$ cat src/rtl/control_miscare_param_if.sv
// Sensor/drive bundle between the sensor bar, control_miscare_param and the motor/PWM side.
interface control_miscare_param_if #(
    parameter int N_SENZ = 5,
    parameter int DC_W   = 12,
    parameter int TURE_W = 8
);
    logic [N_SENZ-1:0] senzori;
    logic [1:0]        circuit;
    logic [1:0]        directie_driverA;
    logic [1:0]        directie_driverB;
    logic [DC_W-1:0]   factor_dc_driverA;
    logic [DC_W-1:0]   factor_dc_driverB;
    logic              semnal_dreapta;
    logic              semnal_stanga;
    logic              stop;
    logic [TURE_W-1:0] count_ture;
    logic              pierdut;
    logic [1:0]        stare;

    modport master (
        output senzori, circuit,
        input  directie_driverA, directie_driverB, factor_dc_driverA, factor_dc_driverB,
        input  semnal_dreapta, semnal_stanga, stop, count_ture, pierdut, stare
    );

    modport slave (
        input  senzori, circuit,
        output directie_driverA, directie_driverB, factor_dc_driverA, factor_dc_driverB,
        output semnal_dreapta, semnal_stanga, stop, count_ture, pierdut, stare
    );
endinterface

$ cat src/rtl/control_miscare_param.sv
// Clocked line-follower motion control: follow/search/stop FSM, debounced lap counter, lost-line timeout.
// Define SEMNALIZARE_CLIPIRE_EN for blinking turn indicators and hazard lights while stopped.
module control_miscare_param #(
    parameter int N_SENZ          = 5,
    parameter int DC_W            = 12,
    parameter int DC_MAX          = 'h999,
    parameter int DC_PAS          = 'h249,
    parameter int TURE_W          = 8,
    parameter int DEBOUNCE        = 4,
    parameter int TIMEOUT_CAUTARE = 50000,
    parameter int TURE_CIRCUIT2   = 10
`ifdef SEMNALIZARE_CLIPIRE_EN
    ,
    parameter int PERIOADA_CLIPIRE = 25000000
`endif
) (
    input  logic                   clk,
    input  logic                   rst,
    control_miscare_param_if.slave bus
);
    localparam int C     = (N_SENZ - 1) / 2;
    localparam int CNT_W = $clog2(TIMEOUT_CAUTARE + 1);
    localparam int DEB_W = $clog2(DEBOUNCE + 1);

    typedef enum logic [1:0] {
        IDLE     = 2'd0,
        URMARIRE = 2'd1,
        CAUTARE  = 2'd2,
        OPRIT    = 2'd3
    } stare_t;

    logic [N_SENZ-1:0] r_senz_s1, r_senz_s2;
    logic [1:0]        r_circ_s1, r_circ_s2;
    stare_t            r_stare;
    logic [CNT_W-1:0]  r_cnt_cautare;
    logic [DEB_W-1:0]  r_deb_cnt;
    logic              r_fin_stabil, r_mem_dr, r_mem_st;
    logic [1:0]        r_dir_a, r_dir_b;
    logic [DC_W-1:0]   r_fac_a, r_fac_b;
    logic              r_stop, r_pierdut, r_semn_dr, r_semn_st;
    logic [TURE_W-1:0] r_ture;

    logic              w_dr, w_st, w_linie, w_fin_raw, w_fin_rise, w_clear;
    logic              w_tur_nou, w_stop_tur, w_timeout, w_marker_dr, w_marker_st;
    int                w_d_dr, w_d_st;
    logic [TURE_W-1:0] w_ture_inc;
    stare_t            w_next;

    function automatic logic [DC_W-1:0] f_factor(input int d);
        int red;
        red = d * DC_PAS;
        return (red >= DC_MAX) ? '0 : DC_W'(DC_MAX - red);
    endfunction

    always_ff @(posedge clk or posedge rst) begin
        if (rst) begin
            r_senz_s1 <= '0;
            r_senz_s2 <= '0;
            r_circ_s1 <= '0;
            r_circ_s2 <= '0;
        end else begin
            r_senz_s1 <= bus.senzori;
            r_senz_s2 <= r_senz_s1;
            r_circ_s1 <= bus.circuit;
            r_circ_s2 <= r_circ_s1;
        end
    end

    // Farthest active inner sensor on each side sets how much that side's driver slows down.
    always_comb begin
        w_dr   = 1'b0;
        w_st   = 1'b0;
        w_d_dr = 0;
        w_d_st = 0;
        for (int i = C - 1; i >= 1; i--) begin
            if (r_senz_s2[i]) begin
                w_dr   = 1'b1;
                w_d_dr = C - i;
            end
        end
        for (int i = C + 1; i <= N_SENZ - 2; i++) begin
            if (r_senz_s2[i]) begin
                w_st   = 1'b1;
                w_d_st = i - C;
            end
        end
    end

    assign w_linie     = |r_senz_s2[N_SENZ-2:1];
    assign w_fin_raw   = r_senz_s2[0] & r_senz_s2[N_SENZ-1];
    assign w_marker_dr = r_senz_s2[0] & ~w_fin_raw;
    assign w_marker_st = r_senz_s2[N_SENZ-1] & ~w_fin_raw;
    assign w_clear     = (r_circ_s2 == 2'b00);
    assign w_fin_rise  = w_fin_raw & ~r_fin_stabil & (r_deb_cnt == DEB_W'(DEBOUNCE - 1));
    assign w_ture_inc  = (&r_ture) ? r_ture : r_ture + 1'b1;
    assign w_tur_nou   = w_fin_rise & ((r_stare == URMARIRE) | (r_stare == CAUTARE));
    assign w_stop_tur  = w_tur_nou &
                         (((r_circ_s2 == 2'b01) & (int'(w_ture_inc) >= 1)) |
                          ((r_circ_s2 == 2'b10) & (int'(w_ture_inc) >= TURE_CIRCUIT2)));
    assign w_timeout   = (r_stare == CAUTARE) & ~w_linie &
                         (r_cnt_cautare == CNT_W'(TIMEOUT_CAUTARE - 1));

    always_comb begin
        w_next = r_stare;
        if (w_clear) begin
            w_next = IDLE;
        end else if (w_stop_tur || w_timeout) begin
            w_next = OPRIT;
        end else begin
            case (r_stare)
                IDLE:     w_next = URMARIRE;
                URMARIRE: if (!w_linie) w_next = CAUTARE;
                CAUTARE:  if (w_linie) w_next = URMARIRE;
                default:  w_next = r_stare;
            endcase
        end
    end

    always_ff @(posedge clk or posedge rst) begin
        if (rst) begin
            r_fin_stabil <= 1'b0;
            r_deb_cnt    <= '0;
        end else if (w_fin_raw == r_fin_stabil) begin
            r_deb_cnt <= '0;
        end else if (r_deb_cnt == DEB_W'(DEBOUNCE - 1)) begin
            r_fin_stabil <= w_fin_raw;
            r_deb_cnt    <= '0;
        end else begin
            r_deb_cnt <= r_deb_cnt + 1'b1;
        end
    end

`ifdef SEMNALIZARE_CLIPIRE_EN
    localparam int DIV_W = $clog2(PERIOADA_CLIPIRE + 1);

    logic [DIV_W-1:0] r_div;
    logic             r_faza;
    logic             w_avarie, w_activ;

    assign w_avarie = (w_next == OPRIT);
    assign w_activ  = w_marker_dr | w_marker_st | w_avarie;

    // Phase restarts high whenever no indicator is requested, so a new request lights immediately.
    always_ff @(posedge clk or posedge rst) begin
        if (rst) begin
            r_div  <= '0;
            r_faza <= 1'b1;
        end else if (!w_activ) begin
            r_div  <= '0;
            r_faza <= 1'b1;
        end else if (r_div == DIV_W'(PERIOADA_CLIPIRE - 1)) begin
            r_div  <= '0;
            r_faza <= ~r_faza;
        end else begin
            r_div <= r_div + 1'b1;
        end
    end
`endif

    // Outputs are registered from the next state so they change together with stare.
    always_ff @(posedge clk or posedge rst) begin
        if (rst) begin
            r_stare       <= IDLE;
            r_cnt_cautare <= '0;
            r_mem_dr      <= 1'b0;
            r_mem_st      <= 1'b0;
            r_ture        <= '0;
            r_pierdut     <= 1'b0;
            r_dir_a       <= 2'b00;
            r_dir_b       <= 2'b00;
            r_fac_a       <= '0;
            r_fac_b       <= '0;
            r_stop        <= 1'b1;
            r_semn_dr     <= 1'b0;
            r_semn_st     <= 1'b0;
        end else begin
            r_stare       <= w_next;
            r_cnt_cautare <= ((r_stare == CAUTARE) && (w_next == CAUTARE)) ? r_cnt_cautare + 1'b1 : '0;
            if (w_clear) begin
                r_ture    <= '0;
                r_pierdut <= 1'b0;
                r_mem_dr  <= 1'b0;
                r_mem_st  <= 1'b0;
            end else begin
                if (w_tur_nou) r_ture <= w_ture_inc;
                if (w_timeout && !w_stop_tur) r_pierdut <= 1'b1;
                if ((w_next == URMARIRE) && (w_dr != w_st)) begin
                    r_mem_dr <= w_dr;
                    r_mem_st <= w_st;
                end
            end
            case (w_next)
                URMARIRE: begin
                    r_dir_a <= 2'b10;
                    r_dir_b <= 2'b10;
                    r_stop  <= 1'b0;
                    r_fac_a <= (w_dr && w_st) ? DC_W'(DC_MAX) : f_factor(w_d_dr);
                    r_fac_b <= (w_dr && w_st) ? DC_W'(DC_MAX) : f_factor(w_d_st);
                end
                CAUTARE: begin
                    r_dir_a <= r_mem_dr ? 2'b01 : 2'b10;
                    r_dir_b <= (r_mem_st && !r_mem_dr) ? 2'b01 : 2'b10;
                    r_stop  <= 1'b1;
                    r_fac_a <= DC_W'(DC_MAX);
                    r_fac_b <= DC_W'(DC_MAX);
                end
                default: begin
                    r_dir_a <= 2'b00;
                    r_dir_b <= 2'b00;
                    r_stop  <= 1'b1;
                    r_fac_a <= '0;
                    r_fac_b <= '0;
                end
            endcase
`ifdef SEMNALIZARE_CLIPIRE_EN
            r_semn_dr <= (w_marker_dr | w_avarie) & r_faza;
            r_semn_st <= (w_marker_st | w_avarie) & r_faza;
`else
            r_semn_dr <= w_marker_dr;
            r_semn_st <= w_marker_st;
`endif
        end
    end

    assign bus.directie_driverA  = r_dir_a;
    assign bus.directie_driverB  = r_dir_b;
    assign bus.factor_dc_driverA = r_fac_a;
    assign bus.factor_dc_driverB = r_fac_b;
    assign bus.semnal_dreapta    = r_semn_dr;
    assign bus.semnal_stanga     = r_semn_st;
    assign bus.stop              = r_stop;
    assign bus.count_ture        = r_ture;
    assign bus.pierdut           = r_pierdut;
    assign bus.stare             = r_stare;
endmodule

$ cat src/flat_wrapper.sv
// flat-port wrapper written by rule: the top's interface ports become plain ports
module control_miscare_param_flat 
#(
    parameter int N_SENZ          = 5,
    parameter int DC_W            = 12,
    parameter int DC_MAX          = 'h999,
    parameter int DC_PAS          = 'h249,
    parameter int TURE_W          = 8,
    parameter int DEBOUNCE        = 4,
    parameter int TIMEOUT_CAUTARE = 50000,
    parameter int TURE_CIRCUIT2   = 10

)
  (clk, rst, bus_senzori, bus_circuit, bus_directie_driverA, bus_directie_driverB, bus_factor_dc_driverA, bus_factor_dc_driverB, bus_semnal_dreapta, bus_semnal_stanga, bus_stop, bus_count_ture, bus_pierdut, bus_stare);
  control_miscare_param_if #(.N_SENZ(N_SENZ), .DC_W(DC_W), .TURE_W(TURE_W)) bus_i ();
  input  logic clk;
  input  logic rst;
  input wire logic [$bits(bus_i.senzori)-1:0] bus_senzori;
  input wire logic [$bits(bus_i.circuit)-1:0] bus_circuit;
  output wire logic [$bits(bus_i.directie_driverA)-1:0] bus_directie_driverA;
  output wire logic [$bits(bus_i.directie_driverB)-1:0] bus_directie_driverB;
  output wire logic [$bits(bus_i.factor_dc_driverA)-1:0] bus_factor_dc_driverA;
  output wire logic [$bits(bus_i.factor_dc_driverB)-1:0] bus_factor_dc_driverB;
  output wire logic [$bits(bus_i.semnal_dreapta)-1:0] bus_semnal_dreapta;
  output wire logic [$bits(bus_i.semnal_stanga)-1:0] bus_semnal_stanga;
  output wire logic [$bits(bus_i.stop)-1:0] bus_stop;
  output wire logic [$bits(bus_i.count_ture)-1:0] bus_count_ture;
  output wire logic [$bits(bus_i.pierdut)-1:0] bus_pierdut;
  output wire logic [$bits(bus_i.stare)-1:0] bus_stare;
  assign bus_i.senzori = bus_senzori;
  assign bus_i.circuit = bus_circuit;
  assign bus_directie_driverA = bus_i.directie_driverA;
  assign bus_directie_driverB = bus_i.directie_driverB;
  assign bus_factor_dc_driverA = bus_i.factor_dc_driverA;
  assign bus_factor_dc_driverB = bus_i.factor_dc_driverB;
  assign bus_semnal_dreapta = bus_i.semnal_dreapta;
  assign bus_semnal_stanga = bus_i.semnal_stanga;
  assign bus_stop = bus_i.stop;
  assign bus_count_ture = bus_i.count_ture;
  assign bus_pierdut = bus_i.pierdut;
  assign bus_stare = bus_i.stare;
  control_miscare_param #(.N_SENZ(N_SENZ), .DC_W(DC_W), .DC_MAX(DC_MAX), .DC_PAS(DC_PAS), .TURE_W(TURE_W), .DEBOUNCE(DEBOUNCE), .TIMEOUT_CAUTARE(TIMEOUT_CAUTARE), .TURE_CIRCUIT2(TURE_CIRCUIT2)) u_core (.clk(clk), .rst(rst), .bus(bus_i));
endmodule
$ cat config.mk
export PLATFORM = sky130hd
export DESIGN_NAME = control_miscare_param_flat
export DESIGN_NICKNAME = d
export VERILOG_FILES = /design/src/rtl/control_miscare_param_if.sv /design/src/rtl/control_miscare_param.sv /design/src/flat_wrapper.sv
export SDC_FILE = /design/constraint.sdc
export NUM_CORES = 1
export LEC_CHECK = 0
export BUFFER_PORTS_ARGS = -buffer_cell sky130_fd_sc_hd__buf_2
export CORE_UTILIZATION = 42
export CTS_CLUSTER_SIZE = 25
export DETAILED_ROUTE_END_ITERATION = 8
export PLACE_DENSITY = 0.73
export SLEW_MARGIN = 10
export SYNTH_ARGS = -nofsm -noshare
export SYNTH_HDL_FRONTEND = slang
export SYNTH_SLANG_ARGS = --single-unit
export TNS_END_PERCENT = 1
$ cat constraint.sdc
create_clock -name clk -period 3.5 [get_ports clk]
set_input_delay 0 -clock clk [delete_from_list [all_inputs] [get_ports clk]]
set_output_delay 0 -clock clk [all_outputs]
set_load 0.05 [all_outputs]
==> results.md <==
- Status: finished, violations left
- Failing checks: design-rule violations
- Leak: 1.63 nW
- Setup slack, reg-to-reg: 0.49 ns
- H-tree depth: 3
- Clock skew: 0.00748 ns
- CTS Buffer Depth: 2
- Number of global-route vias before repair: 1938
- CP delay by family, top: compound AO/OA/AOI/OAI gates
- Initial Util: 0.439
- Slowest-stage cell, CP: dfrtp_1
- First-pass GRT wire length: 8.80 mm
- Max cap viols: 0
- Syn Inst Count: 266
- Total power draw: 2.25 mW
- Synth cell types: 45
- RSZ-0062 raised after global routing: false
- Post-DR wirelength/cell: 12.9 um
- Synth warn: 0
- Ant. Diodes: 0
- Synth top area cells: dfrtp_1, ha_1, buf_4
- Crit Path Category: register to register
- Final ANT Viol Nets: 0
- Pin count of the biggest net entering global routing: 60
- NumNets Final: 335
- Highest clock rate: 332 MHz
- Avg Cell Area, Syn: 10.6 sq um
- Worst r2r dst: u_core.r_cnt_cautare[13]$_DFF_PP0_
- Initial antenna violation count: 0
- Worst Path Required: 3.70 ns
- GP Congestion: 0.805
- Buf/Inv on CP: 0
- TNS Setup: 0 ns
- Total grt overflow: 0
- TritonCTS clock tree: done
- Core Box Area: 6420 sq um
- Synth area leader: dfrtp_1
- CP peak stage delay: 0.46 ns
- Met2 Wirelength: 2.45 mm
- Clock Pin Slew Worst Setup and Hold Paths: 0.06 ns
- Slew of the pin with the lowest slew margin: 0.731 ns
- Min cycle time layout: 3.01 ns
- R2r worst-path depth: 9
- Clk_lat worst skew: 0.34 ns
- WL final: 5.06 mm
- # IOs: 51
- Synthesis-stage register bit count: 59
- Worst hold path startpoint: bus_circuit[1]
- Post-CTS setup buffers: 0
- Final hold viol count: 0
- Seq/Total Area, Yosys: 0.524
- Hold path endpoint: u_core.r_circ_s1[1]$_DFF_PP0_
- Die width: 84.0 um
- Setup-failing EPs final: 0
- CP Max Fanout: 15
- Worst vdd ir: 0.286 mV
- Crit Reg-Reg Startpoint: u_core.bus.count_ture[0]$_DFFE_PP0P_
- Num CTS Buffers: 9
- DR vias/cell: 5.12
- Fillcell total: 553
- Hold path depth: 2
- Power Dens Cells: 676 nW/um^2
- Vias: 2013
- Crit path depth: 9
- Startpoint types: register
- Cell mode on critical path: ha_1
- Met3 WL: 279 um
- Share of layout cells above drive strength 1: 0.215
- Rows: 29
- DRC: 11
- Post-synth top area share: 0.514
- Die ar.: 7050 sq um
- CP cell instances: ha_1, xor2_1, a211oi_2, nand3_1, a41o_1, o41a_1, ha_1, nand2_1, nor2_1
- Cell Area, Synth: 2820 sq um
- Relative slew slack: 0.512
- Die Y: 84.0 um
- Final Max Slew Viols: 0
- Final period util: 0.859
- Sink Count: 59
- DP Wirelength: 3.53 mm
- Worst EP arrival: 3.21 ns
- Initial drt markers: 88
- Port bufs: 44
- Root Buffer: clkbuf_8
- Worst setup EP type: register
- HP Class: input port to register
- Post-CTS Resized: 0
- Area grow syn2layout: 17.9%
- Gr usage total: 0.161
- DR pass1 iterations: 6
- Highest metal used: met4
- Metal1 wirelength: 2.25 mm
## kinds of logic after synthesis
logic type / Yosys count / synth area share
compound gates: 38 / 0.0913
xor+xnor: 16 / 0.0497
fa+ha+maj: 14 / 0.0621
buf+inv: 37 / 0.0776
flops: 59 / 0.524
mux: 4 / 0.0142
other cells: 1 / 0.00133
simple gates: 97 / 0.180
## state kept, by name (all words and copies together), names as in the netlist
| register | flops |
|---|---|
| u_core.r_circ_s2 | 2 |
| u_core.bus.semnal_stanga | 1 |
| u_core.r_senz_s2 | 5 |
| u_core.bus.directie_driverB | 2 |
| u_core.bus.factor_dc_driverA | 3 |
| u_core.r_fin_stabil | 1 |
| u_core.bus.factor_dc_driverB | 2 |
| u_core.bus.directie_driverA | 2 |
| u_core.bus.stop | 1 |
| u_core.r_deb_cnt | 3 |
| u_core.r_senz_s1 | 5 |
| u_core.bus.stare | 2 |
| u_core.r_mem_dr | 1 |
| u_core.r_circ_s1 | 2 |
| u_core.bus.pierdut | 1 |
| u_core.r_cnt_cautare | 16 |
| u_core.bus.count_ture | 8 |
| u_core.bus.semnal_dreapta | 1 |
| u_core.r_mem_st | 1 |
## layout make-up
class	count	area (sq um)	share of cell area
timing repair buffer	53	308	0.0925
inverter	14	52.6	0.0158
clock inverter	4	97.6	0.0293
sequential	59	1480	0.444
tap	77	96.3	0.0290
clock buffer	11	151	0.0455
multi-input combinational	175	1140	0.344
## worst register-to-register path, stage by stage (launching register included)
cell and delay [ns]:
dfrtp_1 0.46, ha_1 0.32, xor2_1 0.18, a211oi_2 0.24
nand3_1 0.14, a41o_1 0.31, o41a_1 0.44, ha_1 0.27
nand2_1 0.41, nor2_1 0.11
## worst max-delay path by stage
stage | startpoint | to | slack (ns)
after floorplan | u_core.bus.count_ture[0]$_DFFE_PP0P_ | u_core.r_cnt_cautare[10]$_DFF_PP0_ | 0.47
after global placement | u_core.bus.count_ture[0]$_DFFE_PP0P_ | u_core.r_cnt_cautare[14]$_DFF_PP0_ | 0.64
after detailed placement | u_core.bus.count_ture[0]$_DFFE_PP0P_ | u_core.r_cnt_cautare[14]$_DFF_PP0_ | 0.54
after CTS | u_core.bus.count_ture[0]$_DFFE_PP0P_ | u_core.r_cnt_cautare[13]$_DFF_PP0_ | 0.51
after global routing | u_core.r_deb_cnt[0]$_DFF_PP0_ | u_core.r_cnt_cautare[7]$_DFF_PP0_ | 0.23
final | u_core.bus.count_ture[0]$_DFFE_PP0P_ | u_core.r_cnt_cautare[13]$_DFF_PP0_ | 0.49
## what timing repair did
action	CTS	global route
setup endpoints to repair	0	0
hold buffers	8	0
hold endpoints to repair	65	0
## per-layer routing
| layer | vias up | global-route usage |
|---|---|---|
| met5 | - | 0 |
| met4 | 0 | 0.0705 |
| met3 | 10 | 0.0544 |
| met2 | 60 | 0.265 |
| met1 | 962 | 0.191 |
| li1 | 981 | - |
## synthesized netlist by cell type (all sizes together)
cell and count:
dfrtp 58, nor2 28, buf 21, ha 14, inv 14, nand2 13
and3 11, o21ai 11, a21oi 10, nand3 10, xor2 9, nor3 8
nor2b 7, xnor2 7, mux2i 4, a211oi 3, a31oi 3, o31ai 3
or3 3, and2 2, clkbuf 2, nand3b 2, nand4 2, nand4b 2
nor3b 2, nor4 2, or4 2, a2111oi 1, a21bo 1, a41o 1
and4 1, conb 1, dfstp 1, nand2b 1, o2111a 1, o311ai 1
o31a 1, o41a 1, o41ai 1, or2 1
## where the power goes
part / internal [mW] / switching (mW)
sequential: 0.749 / 0.0422
combinational: 0.151 / 0.536
clock: 0.508 / 0.261
## placed cells by master, fill, tap and decap left out, drive strengths merged, types with 2 or more instances in the layout
cell	netlist	final
a211oi	3	3
a21oi	10	10
a31oi	3	3
and2	2	2
and3	11	11
buf	21	45
bufinv	0	3
clkbuf	2	11
conb	1	6
dfrtp	58	58
dlygate4sd3	0	8
ha	14	14
inv	14	14
mux2i	4	4
nand2	13	13
nand3	10	10
nand3b	2	2
nand4	2	2
nand4b	2	2
nor2	28	28
nor2b	7	7
nor3	8	8
nor3b	2	2
nor4	2	2
o21ai	11	11
o31ai	3	3
or3	3	3
or4	2	2
xnor2	7	7
xor2	9	9
## per-stage QoR
step	instances	cell area (sq um)	hold slack, ns	setup slack (ns)	util
global route	393	3330	0.288	0.229	0.518
global placement	370	3000	0.108	0.635	0.467
floorplan	271	2840	0.0314	0.472	-
CTS	393	3330	0.283	0.511	0.518
detailed placement	370	3000	0.110	0.536	0.467
finish	393	3330	0.299	0.492	0.518
Power figures use the tool's default switching activity.
